[src/rtl/request_conditioner_pkg.sv]
// Shared constants, FSM encoding and helpers for the pushbutton request conditioner.
package request_conditioner_pkg;

  localparam int NUM_REQ                 = 4;
  localparam int DEFAULT_DEBOUNCE_CYCLES = 1000000;

  typedef logic [NUM_REQ-1:0] req_vec_t;

  // 2'd3 is unused and recovers to ST_IDLE
  localparam logic [1:0] ST_IDLE    = 2'd0;
  localparam logic [1:0] ST_PENDING = 2'd1;
  localparam logic [1:0] ST_SERVING = 2'd2;

  function automatic logic req_active(input logic [1:0] st);
    return (st == ST_PENDING) || (st == ST_SERVING);
  endfunction

endpackage

[src/rtl/request_conditioner_if.sv]
// Button/grant/request bundle between the arbiter front end and its environment.
interface request_conditioner_if;
  import request_conditioner_pkg::*;

  req_vec_t btn_in;
  req_vec_t grant_in;
  req_vec_t request_queue;
  req_vec_t press_pulse;
  req_vec_t serviced_pulse;

  modport master (
    output btn_in,
    output grant_in,
    input  request_queue,
    input  press_pulse,
    input  serviced_pulse
  );

  modport slave (
    input  btn_in,
    input  grant_in,
    output request_queue,
    output press_pulse,
    output serviced_pulse
  );

endinterface

[src/rtl/request_conditioner_debounce_channel.sv]
// One button channel: 2-FF synchroniser, stable-level debouncer and rising-edge press detect.
module debounce_channel #(
  parameter int DEBOUNCE_CYCLES = 1000000,
  parameter int CNT_W           = 20
) (
  input  logic clk,
  input  logic reset,
  input  logic btn,
  output logic press
);

  logic             sync1_r;
  logic             sync2_r;
  logic             stable_r;
  logic             stable_d_r;
  logic [CNT_W-1:0] cnt_r;

  // Synchronise the asynchronous button level into the clk domain
  always_ff @(posedge clk) begin
    if (reset) begin
      sync1_r <= 1'b0;
      sync2_r <= 1'b0;
    end else begin
      sync1_r <= btn;
      sync2_r <= sync1_r;
    end
  end

  // Accept a level change only after DEBOUNCE_CYCLES consecutive disagreeing edges
  always_ff @(posedge clk) begin
    if (reset) begin
      stable_r   <= 1'b0;
      stable_d_r <= 1'b0;
      cnt_r      <= {CNT_W{1'b0}};
    end else begin
      stable_d_r <= stable_r;
      if (sync2_r == stable_r) begin
        cnt_r <= {CNT_W{1'b0}};
      end else if (cnt_r == CNT_W'(DEBOUNCE_CYCLES - 1)) begin
        stable_r <= ~stable_r;
        cnt_r    <= {CNT_W{1'b0}};
      end else begin
        cnt_r <= cnt_r + CNT_W'(1);
      end
    end
  end

  assign press = stable_r & ~stable_d_r;

endmodule

[src/rtl/request_conditioner.sv]
// Turns four raw pushbuttons into sticky arbiter requests held until each grant completes.
module request_conditioner
  import request_conditioner_pkg::*;
#(
  parameter int DEBOUNCE_CYCLES = DEFAULT_DEBOUNCE_CYCLES,
  parameter int CNT_W           = 20
) (
  input logic                   clk,
  input logic                   reset,
  request_conditioner_if.slave  bus
);

  req_vec_t                  press_s;
  logic [NUM_REQ-1:0][1:0]   state_r;
  logic [NUM_REQ-1:0][1:0]   state_nxt_s;
  req_vec_t                  rearm_r;
  req_vec_t                  rearm_nxt_s;
  req_vec_t                  serviced_nxt_s;
  req_vec_t                  request_nxt_s;
  req_vec_t                  request_r;
  req_vec_t                  press_pulse_r;
  req_vec_t                  serviced_r;

  for (genvar g = 0; g < NUM_REQ; g++) begin : g_chan
    debounce_channel #(
      .DEBOUNCE_CYCLES (DEBOUNCE_CYCLES),
      .CNT_W           (CNT_W)
    ) u_debounce (
      .clk   (clk),
      .reset (reset),
      .btn   (bus.btn_in[g]),
      .press (press_s[g])
    );
  end

  // Per-channel request FSM; a press while serving is remembered in rearm
  always_comb begin
    state_nxt_s    = state_r;
    rearm_nxt_s    = rearm_r;
    serviced_nxt_s = {NUM_REQ{1'b0}};
    request_nxt_s  = {NUM_REQ{1'b0}};
    for (int i = 0; i < NUM_REQ; i++) begin
      case (state_r[i])
        ST_IDLE: begin
          if (press_s[i]) begin
            state_nxt_s[i] = ST_PENDING;
          end else begin
            state_nxt_s[i] = ST_IDLE;
          end
        end
        ST_PENDING: begin
          if (bus.grant_in[i]) begin
            state_nxt_s[i] = ST_SERVING;
          end else begin
            state_nxt_s[i] = ST_PENDING;
          end
        end
        ST_SERVING: begin
          if (!bus.grant_in[i]) begin
            serviced_nxt_s[i] = 1'b1;
            rearm_nxt_s[i]    = 1'b0;
            if (rearm_r[i] || press_s[i]) begin
              state_nxt_s[i] = ST_PENDING;
            end else begin
              state_nxt_s[i] = ST_IDLE;
            end
          end else if (press_s[i]) begin
            rearm_nxt_s[i] = 1'b1;
          end else begin
            rearm_nxt_s[i] = rearm_r[i];
          end
        end
        default: begin
          state_nxt_s[i] = ST_IDLE;
          rearm_nxt_s[i] = 1'b0;
        end
      endcase
      request_nxt_s[i] = req_active(state_nxt_s[i]);
    end
  end

  // State and output registers; request mirrors the registered state
  always_ff @(posedge clk) begin
    if (reset) begin
      state_r       <= {NUM_REQ{ST_IDLE}};
      rearm_r       <= {NUM_REQ{1'b0}};
      request_r     <= {NUM_REQ{1'b0}};
      press_pulse_r <= {NUM_REQ{1'b0}};
      serviced_r    <= {NUM_REQ{1'b0}};
    end else begin
      state_r       <= state_nxt_s;
      rearm_r       <= rearm_nxt_s;
      request_r     <= request_nxt_s;
      press_pulse_r <= press_s;
      serviced_r    <= serviced_nxt_s;
    end
  end

  assign bus.request_queue  = request_r;
  assign bus.press_pulse    = press_pulse_r;
  assign bus.serviced_pulse = serviced_r;

endmodule
[src/flat_wrapper.sv]
// flat-port wrapper written by rule: the top's interface ports become plain ports
module request_conditioner_flat import request_conditioner_pkg::*;
#(
  parameter int DEBOUNCE_CYCLES = DEFAULT_DEBOUNCE_CYCLES,
  parameter int CNT_W           = 20
)
  (clk, reset, bus_btn_in, bus_grant_in, bus_request_queue, bus_press_pulse, bus_serviced_pulse);
  request_conditioner_if bus_i ();
  input logic clk;
  input logic reset;
  input wire logic [$bits(bus_i.btn_in)-1:0] bus_btn_in;
  input wire logic [$bits(bus_i.grant_in)-1:0] bus_grant_in;
  output wire logic [$bits(bus_i.request_queue)-1:0] bus_request_queue;
  output wire logic [$bits(bus_i.press_pulse)-1:0] bus_press_pulse;
  output wire logic [$bits(bus_i.serviced_pulse)-1:0] bus_serviced_pulse;
  assign bus_i.btn_in = bus_btn_in;
  assign bus_i.grant_in = bus_grant_in;
  assign bus_request_queue = bus_i.request_queue;
  assign bus_press_pulse = bus_i.press_pulse;
  assign bus_serviced_pulse = bus_i.serviced_pulse;
  request_conditioner #(.DEBOUNCE_CYCLES(DEBOUNCE_CYCLES), .CNT_W(CNT_W)) u_core (.clk(clk), .reset(reset), .bus(bus_i));
endmodule
[config.mk]
export PLATFORM = sky130hd
export DESIGN_NAME = request_conditioner_flat
export DESIGN_NICKNAME = d
export VERILOG_FILES = /design/src/rtl/request_conditioner_pkg.sv /design/src/rtl/request_conditioner_if.sv /design/src/rtl/request_conditioner_debounce_channel.sv /design/src/rtl/request_conditioner.sv /design/src/flat_wrapper.sv
export SDC_FILE = /design/constraint.sdc
export NUM_CORES = 1
export LEC_CHECK = 0
export ABC_AREA = 0
export BUFFER_PORTS_ARGS = -buffer_cell sky130_fd_sc_hd__clkbuf_2
export CORE_ASPECT_RATIO = 0.7
export CORE_MARGIN = 3
export CORE_UTILIZATION = 65
export CTS_BUF_LIST = sky130_fd_sc_hd__clkbuf_8
export CTS_CLUSTER_SIZE = 8
export DETAILED_ROUTE_END_ITERATION = 10
export PLACE_DENSITY = 0.85
export SLEW_MARGIN = 0
export SYNTH_ARGS = -nofsm -noshare
export SYNTH_HDL_FRONTEND = slang
export SYNTH_SLANG_ARGS = --single-unit
[constraint.sdc]
create_clock -name clk -period 4 [get_ports clk]
set_input_delay 0.6 -clock clk [delete_from_list [all_inputs] [get_ports clk]]
set_output_delay 0.6 -clock clk [all_outputs]
set_load 0.005 [all_outputs]
# Word-level counts from Yosys, hierarchy flattened
# Cells that the tools add are included.
# word_totals
reg_bits	120
in_bits	10
output_inout_bits	12
word_cells	158
# classes
n_addsub	4
n_eq_ne	28
mux	36
bitwise_logic	24
n_reduce_logical	32
# op_table
operator	count
adder 20 x 1 -> 20 bit, second input constant	4
equality test 20 bit, second input constant	4
case mux 2 bit (3 select lines)	4
2-to-1 mux 1 bit	20
inverter 1 bit	20
equality test 2 x 1 -> 1 bit, second input constant	8
equality test 2 bit, second input constant	8
2-to-1 mux 2 bit	8
AND reduction 2 bit	8
OR reduction 2 bit	8
!= test 3 bit, second input constant	4
OR reduction 3 bit	4
zero test 2 bit	4
logical OR 1 bit	8
case mux 1 bit (2 select lines)	4
bitwise AND 1 bit	4
equality test 1 bit	4

# Logic depth before layout (Yosys ltp)
# Gate-level depths: netlist of the first run.
# depth
word_depth	8
depth_mapped	7
mapped_depth_nobuf	5

# Cells and area by module
# A second synthesis of the first run with hierarchy kept.
# unflattened
cells_unflattened	561
area_unflattened_um2	5084.9
# modules_own_cells
module	instances	cells_per_inst	area_each_um2	seq_area_each_um2
debounce_channel	4	117	1032.2	480.5
request_conditioner	1	93	955.9	480.5

# Worst setup path after synthesis of the first run
# No wires, ideal clock.
# synth_path
path_kind	register -> register
from	register u_core.g_chan[2].u_debounce.cnt_r[12]
to	register u_core.g_chan[2].u_debounce.cnt_r[10]
setup_ps	115
arrival_time_ps	1768
required_time_ps	3885
setup_slack_ps	2118
path_stages_with_launch	6
n_path_buf	1
period_less_slack_ps	1882
cell_sequence	dfxtp_1 -> or4b_1 -> or4_4 -> o21ai_4 -> buf_6 -> nor2_1
# synth_via
elab_chain_cells	2
# synth_rtl
item	line	rtl
from (decl)	request_conditioner_debounce_channel.sv:16	logic [CNT_W-1:0] cnt_r;
from (signal assigned)	request_conditioner_debounce_channel.sv:34	cnt_r <= {CNT_W{1'b0}};
from (signal assigned)	request_conditioner_debounce_channel.sv:38	cnt_r <= {CNT_W{1'b0}};
from (signal assigned)	request_conditioner_debounce_channel.sv:41	cnt_r <= {CNT_W{1'b0}};
equality test 20 bit	request_conditioner_debounce_channel.sv:39	end else if (cnt_r == CNT_W'(DEBOUNCE_CYCLES - 1)) begin
OR reduction 3 bit (no source line)	-	
# No other way between the ends.
# A chain may end at the register's enable or synchronous reset.

# Worst setup path in the final report of the first run
# layout_path
from	register u_core.g_chan[3].u_debounce.cnt_r[10]
to	register u_core.g_chan[3].u_debounce.cnt_r[19]
# layout_via
elab_chain_cells	2
word_cells_on_any_way	3
cone_classes	add/sub (1); eq/ne (1); reduce/logical (1)
# layout_rtl
item	line
from (decl)	request_conditioner_debounce_channel.sv:16
from (signal assigned)	request_conditioner_debounce_channel.sv:34
from (signal assigned)	request_conditioner_debounce_channel.sv:38
from (signal assigned)	request_conditioner_debounce_channel.sv:41
parallel branches: the longest is 2 deep, another holds adder 20 x 1 -> 20 bit	-
# Parallel ways; which one is timed is not known.

==> impl_metrics.json, run 1 <==
{
  "netlist_area_um2": 5060,
  "cp_top_family": "simple AND/OR/NAND/NOR gates",
  "vias": 4070,
  "critPathMaxFanout": 11,
  "wl_mm": 9.84,
  "reg2reg_from": "u_core.g_chan[3].u_debounce.cnt_r[10]",
  "first_pass_iters": 5,
  "synth_top_cell_area_share_pct": 47.5,
  "synth_seq_cells": 120,
  "routedWlPerCell_um": 14.1,
  "vias_per_cell": 5.82,
  "worst_pin_slew_ns": 0.763,
  "initial_core_util_pct": 68.2,
  "core-area_um2": 7420,
  "synth_fa_ha_area_share_pct": 0.989,
  "endpoint": "u_core.g_chan[3].u_debounce.cnt_r[19]",
  "crit_type": "flip-flop to flip-flop",
  "syn_nets": 579,
  "avgSynthCellArea_um2": 8.95,
  "grt_pass1_wl_mm": 17.2,
  "antenna_cells": 0,
  "cts.repair.resized": 0,
  "io_buffers": 21,
  "final_common_cell": "dfxtp_1",
  "clk_pin_slew_ns": 0.07,
  "synth_mux_area_share_pct": 0.816,
  "synth-edff-count": 0,
  "grt_max_degree": 29,
  "synth_top_family_by_area": "simple AND/OR/NAND/NOR gates",
  "power_density_nw_per_um2": 424,
  "antenna_found_initial": 0,
  "r2r_cells": 5,
  "ys_seq_area_share_pct": 47.5,
  "multi_input_area_um2": 2470,
  "synth-xor-area-share_pct": 9.70,
  "synthTopCellsByArea": "dfxtp_1 47%, xnor2_1 6.6%, nor2_1 5.2%, a21oi_1 3.5%, xor2_1 3.1%",
  "whs_ns": 0.386,
  "path_buf_inv": 1,
  "r2r-end": "u_core.g_chan[3].u_debounce.cnt_r[19]",
  "fin_nets": 602,
  "dpl.hpwl_mm": 6.62,
  "seq_area_um2": 2400,
  "die_x_um": 111,
  "postCtsSetupBuffers": 0,
  "drv_slew": 0,
  "synth-compound-area-share_pct": 9.92,
  "cts_buffers": 17,
  "maxCapViolations": 0,
  "fmax_ghz": 0.412,
  "startpoint": "u_core.g_chan[3].u_debounce.cnt_r[10]",
  "postCtsHoldBufs": 0,
  "post-synth-top-area-cell": "dfxtp_1",
  "hold_viol_final": 0,
  "die_area_um2": 8890,
  "skew_ns": 0.0122,
  "drive_gt1_share_pct": 12.1,
  "synthSimpleGateAreaFrac_pct": 27.5,
  "rsz0062_at_grt": "no",
  "worst-path-stages": 5,
  "setup_violations": 0,
  "slowest_stage": "o21ai_1",
  "die_y_um": 79.8,
  "cpPeakStageDelay_ns": 0.59,
  "grt_pass1_vias": 3806,
  "cp_cell_sequence": "or4b_1, or4_1, o21ai_1, buf_4, a21oi_1",
  "cts_tree": "built",
  "n_fill_cell": 517,
  "setup-tns-final_ns": 0,
  "drt-initial-drc-count": 377,
  "finalCritPeriodShare_pct": 60.7,
  "clk_path_buf_depth": 2,
  "drc": 0,
  "critPathRequiredTime_ns": 4.31,
  "crit_path_end_kind": "flip-flop",
  "track_usage_pct": 23.7,
  "clk-insertion-delay-late_ns": 0.44,
  "clkSinkCount": 120,
  "gp_congestion": 0.815,
  "ioPinCount": 22,
  "antenna_left": 0,
  "netlist_instances": 565,
  "slew_headroom_pct": 49.1,
  "syn_to_final_growth_pct": 11.6,
  "cp.arrival_ns": 2.74,
  "peakVddDrop_mv": 0.298,
  "min_path_type": "primary input to flip-flop",
  "rows": 26,
  "yosysUniqueCellTypes": 46,
  "mostFrequentLayoutCells": "120 x dfxtp_1, 70 x nor2_1, 38 x xnor2_1",
  "ys_warn_count": 0,
  "period_minus_slack_ns": 2.43,
  "rrSetupSlack_ns": 1.57,
  "cp-start-kind": "flip-flop",
  "cts_root_buffer": "clkbuf_8",
  "htreeDepth": 4,
  "synthArstFlopShare_pct": 0,
  "grt_overflow": 0,
  "cellLeakagePower_nw": 1.71,
  "synth_ff_type": "dfxtp_1",
  "status": "finished clean"
}
-- routing by layer --
metal	track usage, %	part of all wire (%)	vias up
met1	30.6	47	1888
met4	11.3	2.0	0
met3	7.65	6.4	24
met5	0	0	-
li1	-	-	2042
met2	36.2	44	116
-- through the flow --
stage / power, W / util [%] / setup slack (ns) / std cells / cell area [um^2]
5_1_grt: 0.00248 / 76.1 / 1.38 / 699 / 5650
2_1_floorplan: 0.00125 / - / 2.12 / 565 / 5060
4_1_cts: 0.00242 / 76.1 / 1.55 / 699 / 5650
3_5_place_dp: 0.00126 / 70.4 / 1.57 / 667 / 5220
3_3_place_gp: 0.00126 / 70.4 / 1.60 / 667 / 5220
6_report: 0.00240 / 76.1 / 1.57 / 699 / 5650
-- state kept, by name (all words and copies together), names as in the netlist --
| register | count |
|---|---|
| u_core.g_chan.u_debounce.stable_d_r | 4 |
| u_core.rearm_r | 4 |
| u_core.g_chan.u_debounce.cnt_r | 80 |
| u_core.g_chan.u_debounce.sync1_r | 4 |
| u_core.bus.request_queue | 4 |
| u_core.bus.press_pulse | 4 |
| u_core.g_chan.u_debounce.stable_r | 4 |
| u_core.bus.serviced_pulse | 4 |
| u_core.g_chan.u_debounce.sync2_r | 4 |
| u_core.state_r | 8 |
-- cell type report --
cell class                 count  area share, %
inverter                      25           1.66
sequential                   120           42.5
clock inverter                14           3.19
multi-input combinational    400           43.8
tap                           98           2.17
clock buffer                  18           4.39
timing repair buffer          24           2.26
-- cells in the mapped netlist (2+ instances only) --
library cell / count
a211oi_1: 6
a21oi_1: 35
and2_1: 3
and4_1: 7
buf_1: 2
buf_2: 5
clkbuf_1: 12
dfxtp_1: 120
ha_1: 4
inv_1: 25
mux2i_1: 3
nand2_1: 28
nand2b_1: 7
nand3_1: 24
nand4_1: 16
nor2_1: 70
nor2b_1: 13
nor3_1: 11
nor3b_1: 5
nor4_1: 14
nor4b_1: 3
o21ai_0: 16
o21ai_1: 2
o21ba_2: 3
o21bai_1: 3
o31ai_1: 12
or2_2: 6
or3_1: 19
or4_1: 15
or4b_1: 5
or4b_2: 2
xnor2_1: 38
xor2_1: 18
-- power breakdown --
group          internal [W]  total (W)  switching [W]
Combinational     0.0000103  0.0000301      0.0000198
Clock              0.000687    0.00116       0.000477
Sequential          0.00120    0.00120     0.00000280
-- cell families after synthesis --
group,Yosys count
AOI/OAI and AO/OA,82
xor gates and xnor gates,56
adders and majority gates,4
buffers and inverters,45
DFF,120
muxes,4
and+or+nand+nor,254
-- worst min-delay path by stage --
| stage | cells past startpoint | slack, ns | start | to |
|---|---|---|---|---|
| after CTS | 2 | 0.37 | bus_btn_in[0] | u_core.g_chan[0].u_debounce.sync1_r |
| after global placement | 1 | 0.42 | u_core.g_chan[2].u_debounce.sync1_r | u_core.g_chan[2].u_debounce.sync2_r |
| after floorplan | 1 | 0.41 | u_core.g_chan[0].u_debounce.sync1_r | u_core.g_chan[0].u_debounce.sync2_r |
| final | 2 | 0.39 | bus_btn_in[0] | u_core.g_chan[0].u_debounce.sync1_r |
| after global routing | 2 | 0.38 | bus_btn_in[2] | u_core.g_chan[2].u_debounce.sync1_r |
| after detailed placement | 1 | 0.42 | u_core.g_chan[2].u_debounce.sync1_r | u_core.g_chan[2].u_debounce.sync2_r |
Note: power is estimated with default switching activity, not from simulation.
==> run 2, diff against run 1 <==
- CORE_UTILIZATION: 65 -> 63
- PLACE_DENSITY: 0.85 -> 0.83
- clock period: 4 -> 2.29 ns (I/O delays scaled with it)
==> impl_metrics.json, run 2 (synthesis gave the netlist of run 1 again) <==
{
  "cts.repair.resized": 0,
  "endpoint": "u_core.g_chan[1].u_debounce.cnt_r[18]",
  "antenna_left": 0,
  "clk-insertion-delay-late_ns": 0.44,
  "hold_viol_final": 0,
  "reg2reg_from": "u_core.g_chan[1].u_debounce.cnt_r[12]",
  "status": "finished clean",
  "rsz0062_at_grt": "no",
  "gp_congestion": 0.847,
  "vias_per_cell": 5.86,
  "first_pass_iters": 4,
  "min_path_type": "primary input to flip-flop",
  "io_buffers": 21,
  "grt_overflow": 0,
  "skew_ns": 0.0107,
  "critPathMaxFanout": 20,
  "cellLeakagePower_nw": 1.73,
  "initial_core_util_pct": 67.0,
  "grt_pass1_wl_mm": 17.5,
  "cts_root_buffer": "clkbuf_8",
  "startpoint": "u_core.g_chan[1].u_debounce.cnt_r[12]",
  "vias": 4106,
  "setup_violations": 0,
  "syn_to_final_growth_pct": 11.7,
  "cp-start-kind": "flip-flop",
  "crit_path_end_kind": "flip-flop",
  "drive_gt1_share_pct": 11.9,
  "core-area_um2": 7550,
  "fmax_ghz": 0.484,
  "antenna_found_initial": 0,
  "drc": 0,
  "wl_mm": 10.1,
  "die_area_um2": 9160,
  "regMostFlops": "u_core.g_chan.u_debounce.cnt_r",
  "die_y_um": 81.0,
  "clk_pin_slew_ns": 0.07,
  "track_usage_pct": 23.8,
  "worst_pin_slew_ns": 0.510,
  "finalCritPeriodShare_pct": 90.3,
  "n_fill_cell": 524,
  "mostFrequentLayoutCells": "120 x dfxtp_1, 70 x nor2_1, 38 x xnor2_1",
  "r2r_cells": 5,
  "postCtsHoldBufs": 0,
  "setup-tns-final_ns": 0,
  "htreeDepth": 4,
  "r2r-end": "u_core.g_chan[1].u_debounce.cnt_r[18]",
  "clk_path_buf_depth": 2,
  "grt_max_degree": 24,
  "die_x_um": 113,
  "dpl.hpwl_mm": 6.64,
  "cp.arrival_ns": 2.38,
  "period_minus_slack_ns": 2.07,
  "antenna_cells": 0,
  "grt_pass1_vias": 3887,
  "rrSetupSlack_ns": 0.22,
  "routedWlPerCell_um": 14.3,
  "fin_nets": 604,
  "peakVddDrop_mv": 0.469,
  "critPathRequiredTime_ns": 2.60,
  "maxCapViolations": 0,
  "seq_area_um2": 2400,
  "drv_slew": 0,
  "whs_ns": 0.136,
  "power_density_nw_per_um2": 732,
  "cts_tree": "built",
  "postCtsSetupBuffers": 0,
  "cts_buffers": 17,
  "crit_type": "flip-flop to flip-flop",
  "reg_top3": "u_core.g_chan.u_debounce.cnt_r (80), u_core.state_r (8)",
  "rows": 26,
  "slew_headroom_pct": 66.0,
  "ioPinCount": 22,
  "largest_reg_flops": 80,
  "final_common_cell": "dfxtp_1",
  "drt-initial-drc-count": 284,
  "clkSinkCount": 120,
  "multi_input_area_um2": 2470
}
-- run 2: changes by cell type in the layout (fill, tap and decap cells not counted) --
cell	delta
buf_4	+2
inv_1	+3
clkinv_2	-2
clkinvlp_4	-3
bufinv_16	-1
clkbuf_8	+3
-- run 2: critical path, cell delays in order, from the launching register on --
cell and delay, ns:
dfxtp_1 0.38, or4b_1 0.54, or4_1 0.54, o21ai_1 0.15, buf_4 0.25, a21oi_1 0.08
-- run 2: layout make-up --
cell class / instances / share of cell area, %
Clock inverter: 11 / 2.28
Inverter: 25 / 1.66
Multi-Input combinational cell: 400 / 43.8
Tap cell: 98 / 2.17
Timing Repair Buffer: 26 / 2.52
Sequential cell: 120 / 42.5
Clock buffer: 21 / 5.11
-- run 2: how the worst min path moves through the flow --
stage                                              startpoint                                  end  slack [ns]  cells after the start
after floorplan           u_core.g_chan[0].u_debounce.sync1_r  u_core.g_chan[0].u_debounce.sync2_r        0.41                      1
after global placement    u_core.g_chan[2].u_debounce.sync1_r  u_core.g_chan[2].u_debounce.sync2_r        0.42                      1
after detailed placement  u_core.g_chan[2].u_debounce.sync1_r  u_core.g_chan[2].u_debounce.sync2_r        0.42                      1
after CTS                                     bus_grant_in[2]         u_core.bus.serviced_pulse[2]        0.12                      2
after global routing                          bus_grant_in[0]         u_core.bus.serviced_pulse[0]        0.13                      2
final                                           bus_btn_in[3]  u_core.g_chan[3].u_debounce.sync1_r        0.14                      2
-- run 2: per-layer routing --
| layer | GRT usage (%) | vias to the layer above | part of all wire (%) |
|---|---|---|---|
| li1 | - | 2041 | - |
| met1 | 29.9 | 1931 | 48 |
| met2 | 38.1 | 111 | 45 |
| met3 | 6.55 | 23 | 5.3 |
| met4 | 11.5 | 0 | 1.9 |
| met5 | 0 | - | 0 |
-- run 2: power by group --
| part | switching (W) | internal, W |
|---|---|---|
| sequential | 0.00000523 | 0.00210 |
| combinational | 0.0000358 | 0.0000196 |
| clock | 0.000806 | 0.00117 |
-- run 2: stage by stage --
step | power, W | utilization (%) | worst slack (ns) | area [um^2] | std cells
final | 0.00414 | 74.9 | 0.223 | 5650 | 701
after global routing | 0.00428 | 74.9 | 0.105 | 5650 | 701
after CTS | 0.00416 | 74.9 | 0.215 | 5650 | 701
after detailed placement | 0.00220 | 69.4 | 0.211 | 5240 | 669
after global placement | 0.00220 | 69.4 | 0.289 | 5240 | 669
after floorplan | 0.00218 | - | 0.408 | 5060 | 565
==> run 3, diff against run 2 <==
- ABC_AREA: 0 -> 1
- CAP_MARGIN: not set -> 20
- CORE_UTILIZATION: 63 -> 64
- CTS_CLUSTER_DIAMETER: not set -> 200
- PLACE_DENSITY: 0.83 -> 0.84
==> impl_metrics.json, run 3 <==
{
  "status": "finished, violations left",
  "failed_checks": "DRC",
  "hold_viol_final": 0,
  "synth-compound-area-share_pct": 7.14,
  "grt_pass1_vias": 4605,
  "drt-initial-drc-count": 400,
  "setup_violations": 0,
  "critPathMaxFanout": 20,
  "avgSynthCellArea_um2": 7.02,
  "power_density_nw_per_um2": 659,
  "fin_nets": 833,
  "synth_fa_ha_area_share_pct": 0.906,
  "yosysMostFrequentCell": "nand2_1",
  "antenna_cells": 0,
  "synth_top_cell_area_share_pct": 43.5,
  "cts_buffers": 17,
  "drv_slew": 0,
  "die_x_um": 117,
  "die_y_um": 83.7,
  "hold_depth": 3,
  "syn_nets": 801,
  "clk-insertion-delay-late_ns": 0.43,
  "path_buf_inv": 1,
  "fmax_ghz": 0.618,
  "drive_gt1_share_pct": 11.1,
  "final_common_cell": "nand2_1",
  "setup-tns-final_ns": 0,
  "rows": 27,
  "cts_root_buffer": "clkbuf_8",
  "worst_pin_slew_ns": 0.488,
  "post-synth-top-area-cell": "dfxtp_1",
  "slowest_stage": "dfxtp_1",
  "cp.arrival_ns": 1.93,
  "min_to": "u_core.g_chan[2].u_debounce.sync1_r",
  "startpoint": "u_core.g_chan[2].u_debounce.cnt_r[0]",
  "ioPinCount": 22,
  "cp_common_cell": "nand2_1",
  "io_buffers": 21,
  "whs_ns": 0.105,
  "synth-xor-area-share_pct": 5.07,
  "antenna_found_initial": 0,
  "reg_top3": "u_core.g_chan.u_debounce.cnt_r (80), u_core.state_r (8)",
  "min_path_type": "primary input to flip-flop",
  "gp_congestion": 0.921,
  "syn_to_final_growth_pct": 10.3,
  "wl_mm": 11.5,
  "crit_type": "flip-flop to flip-flop",
  "cellLeakagePower_nw": 2.10,
  "r2r_cells": 7,
  "synthSimpleGateAreaFrac_pct": 36.0,
  "routedWlPerCell_um": 12.3,
  "rrSetupSlack_ns": 0.67,
  "hold_start": "bus_btn_in[2]",
  "dpl.hpwl_mm": 8.46,
  "ys_warn_count": 0,
  "clkSinkCount": 120,
  "track_usage_pct": 25.4,
  "synth_top_family_by_area": "simple AND/OR/NAND/NOR gates",
  "initial_core_util_pct": 68.1,
  "netlist_area_um2": 5520,
  "finalCritPeriodShare_pct": 70.6,
  "grt_pass1_wl_mm": 20.3,
  "drc": 2,
  "cp-start-kind": "flip-flop",
  "cts_tree": "built",
  "grt_overflow": 0,
  "first_pass_iters": 8,
  "die_area_um2": 9800,
  "synth_seq_cells": 120,
  "cpPeakStageDelay_ns": 0.36,
  "mostFrequentLayoutCells": "189 x nand2_1, 173 x nor2_1, 120 x dfxtp_1",
  "skew_ns": 0.0107,
  "rsz0062_at_grt": "no",
  "reg2reg_from": "u_core.g_chan[2].u_debounce.cnt_r[0]",
  "period_minus_slack_ns": 1.62,
  "cp_top_family": "simple AND/OR/NAND/NOR gates",
  "vias": 4895,
  "netlist_instances": 787,
  "clk_path_buf_depth": 2,
  "postCtsSetupBuffers": 0,
  "grt_max_degree": 26,
  "postCtsHoldBufs": 0,
  "synthArstFlopShare_pct": 0,
  "synth-edff-count": 0,
  "vias_per_cell": 5.25,
  "clk_pin_slew_ns": 0.07,
  "synth_mux_area_share_pct": 0,
  "crit_path_end_kind": "flip-flop",
  "critPathRequiredTime_ns": 2.61,
  "htreeDepth": 4,
  "r2r-end": "u_core.g_chan[2].u_debounce.cnt_r[10]",
  "synthTopCellsByArea": "dfxtp_1 43%, nand2_1 13%, nor2_1 12%, inv_1 5.6%, nand3_1 3.4%",
  "yosysUniqueCellTypes": 32,
  "core-area_um2": 8110,
  "cp_cell_sequence": "ha_1, nand2_1, nor3_1, nand3b_1, nand2_1, buf_4, a21oi_1",
  "antenna_left": 0,
  "cts.repair.resized": 0,
  "regMostFlops": "u_core.g_chan.u_debounce.cnt_r",
  "largest_reg_flops": 80,
  "n_fill_cell": 647,
  "peakVddDrop_mv": 0.524,
  "synth_common_cells": "189 x nand2_1, 173 x nor2_1, 120 x dfxtp_1, 83 x inv_1, 38 x nand3_1",
  "maxCapViolations": 0,
  "ys_seq_area_share_pct": 43.5,
  "synth_ff_type": "dfxtp_1",
  "slew_headroom_pct": 67.4
}
## run 3: final cells by class
class | count | area, um^2 | share of cell area, %
multi-input combinational | 569 | 2710 | 44.5
sequential | 120 | 2400 | 39.4
inverter | 86 | 324 | 5.32
clock buffer | 19 | 262 | 4.29
timing repair buffer | 25 | 135 | 2.22
clock inverter | 13 | 133 | 2.18
tap | 101 | 126 | 2.07
## run 3: how the worst max path moves through the flow
stage | to | slack (ns) | cells past startpoint
6_report | u_core.g_chan[2].u_debounce.cnt_r[10] | 0.67 | 7
5_1_grt | u_core.g_chan[2].u_debounce.cnt_r[11] | 0.46 | 7
4_1_cts | u_core.g_chan[2].u_debounce.cnt_r[1] | 0.67 | 7
3_5_place_dp | u_core.g_chan[2].u_debounce.cnt_r[11] | 0.68 | 7
3_3_place_gp | u_core.g_chan[0].u_debounce.cnt_r[17] | 0.75 | 7
2_1_floorplan | u_core.g_chan[2].u_debounce.cnt_r[11] | 0.96 | 7
## run 3: layer usage
| layer | global-route usage (%) | vias to the layer above | share of wire [%] |
|---|---|---|---|
| met5 | 0 | - | 0 |
| met1 | 36.4 | 2220 | 50 |
| met4 | 8.13 | 0 | 1.2 |
| met3 | 6.67 | 18 | 5.5 |
| met2 | 37.1 | 127 | 43 |
| li1 | - | 2530 | - |
## run 3: where the power goes
part	switching, W	internal, W	leakage, nW
logic	0.0000347	0.0000150	0.929
clock network	0.000848	0.00102	0.204
registers	0.00000503	0.00209	0.968
total	0.000888	0.00313	2.10
## run 3: kinds of logic (layout without fill, tap and decap cells)
logic type,count (synthesis),in the layout
XOR/XNOR,32,32
adder cells (fa/ha/maj),4,4
buffers and inverters,98,143
AO/OA/AOI/OAI,68,68
flip-flops,120,120
AND/OR/NAND/NOR,465,465
## run 3: worst min-delay path, stage by stage
cell      delay (ns)
clkbuf_2        0.08
inv_1           0.04
nor2_1          0.03
## run 3: through the flow
stage	instance area, um^2	cells	util [%]	setup slack, ns	total power, W
final	6090	933	75.2	0.672	0.00401
after global routing	6090	933	75.2	0.462	0.00415
after CTS	6090	933	75.2	0.666	0.00404
after detailed placement	5700	901	70.3	0.680	0.00220
after global placement	5700	901	70.3	0.746	0.00220
after floorplan	5520	787	-	0.960	0.00218
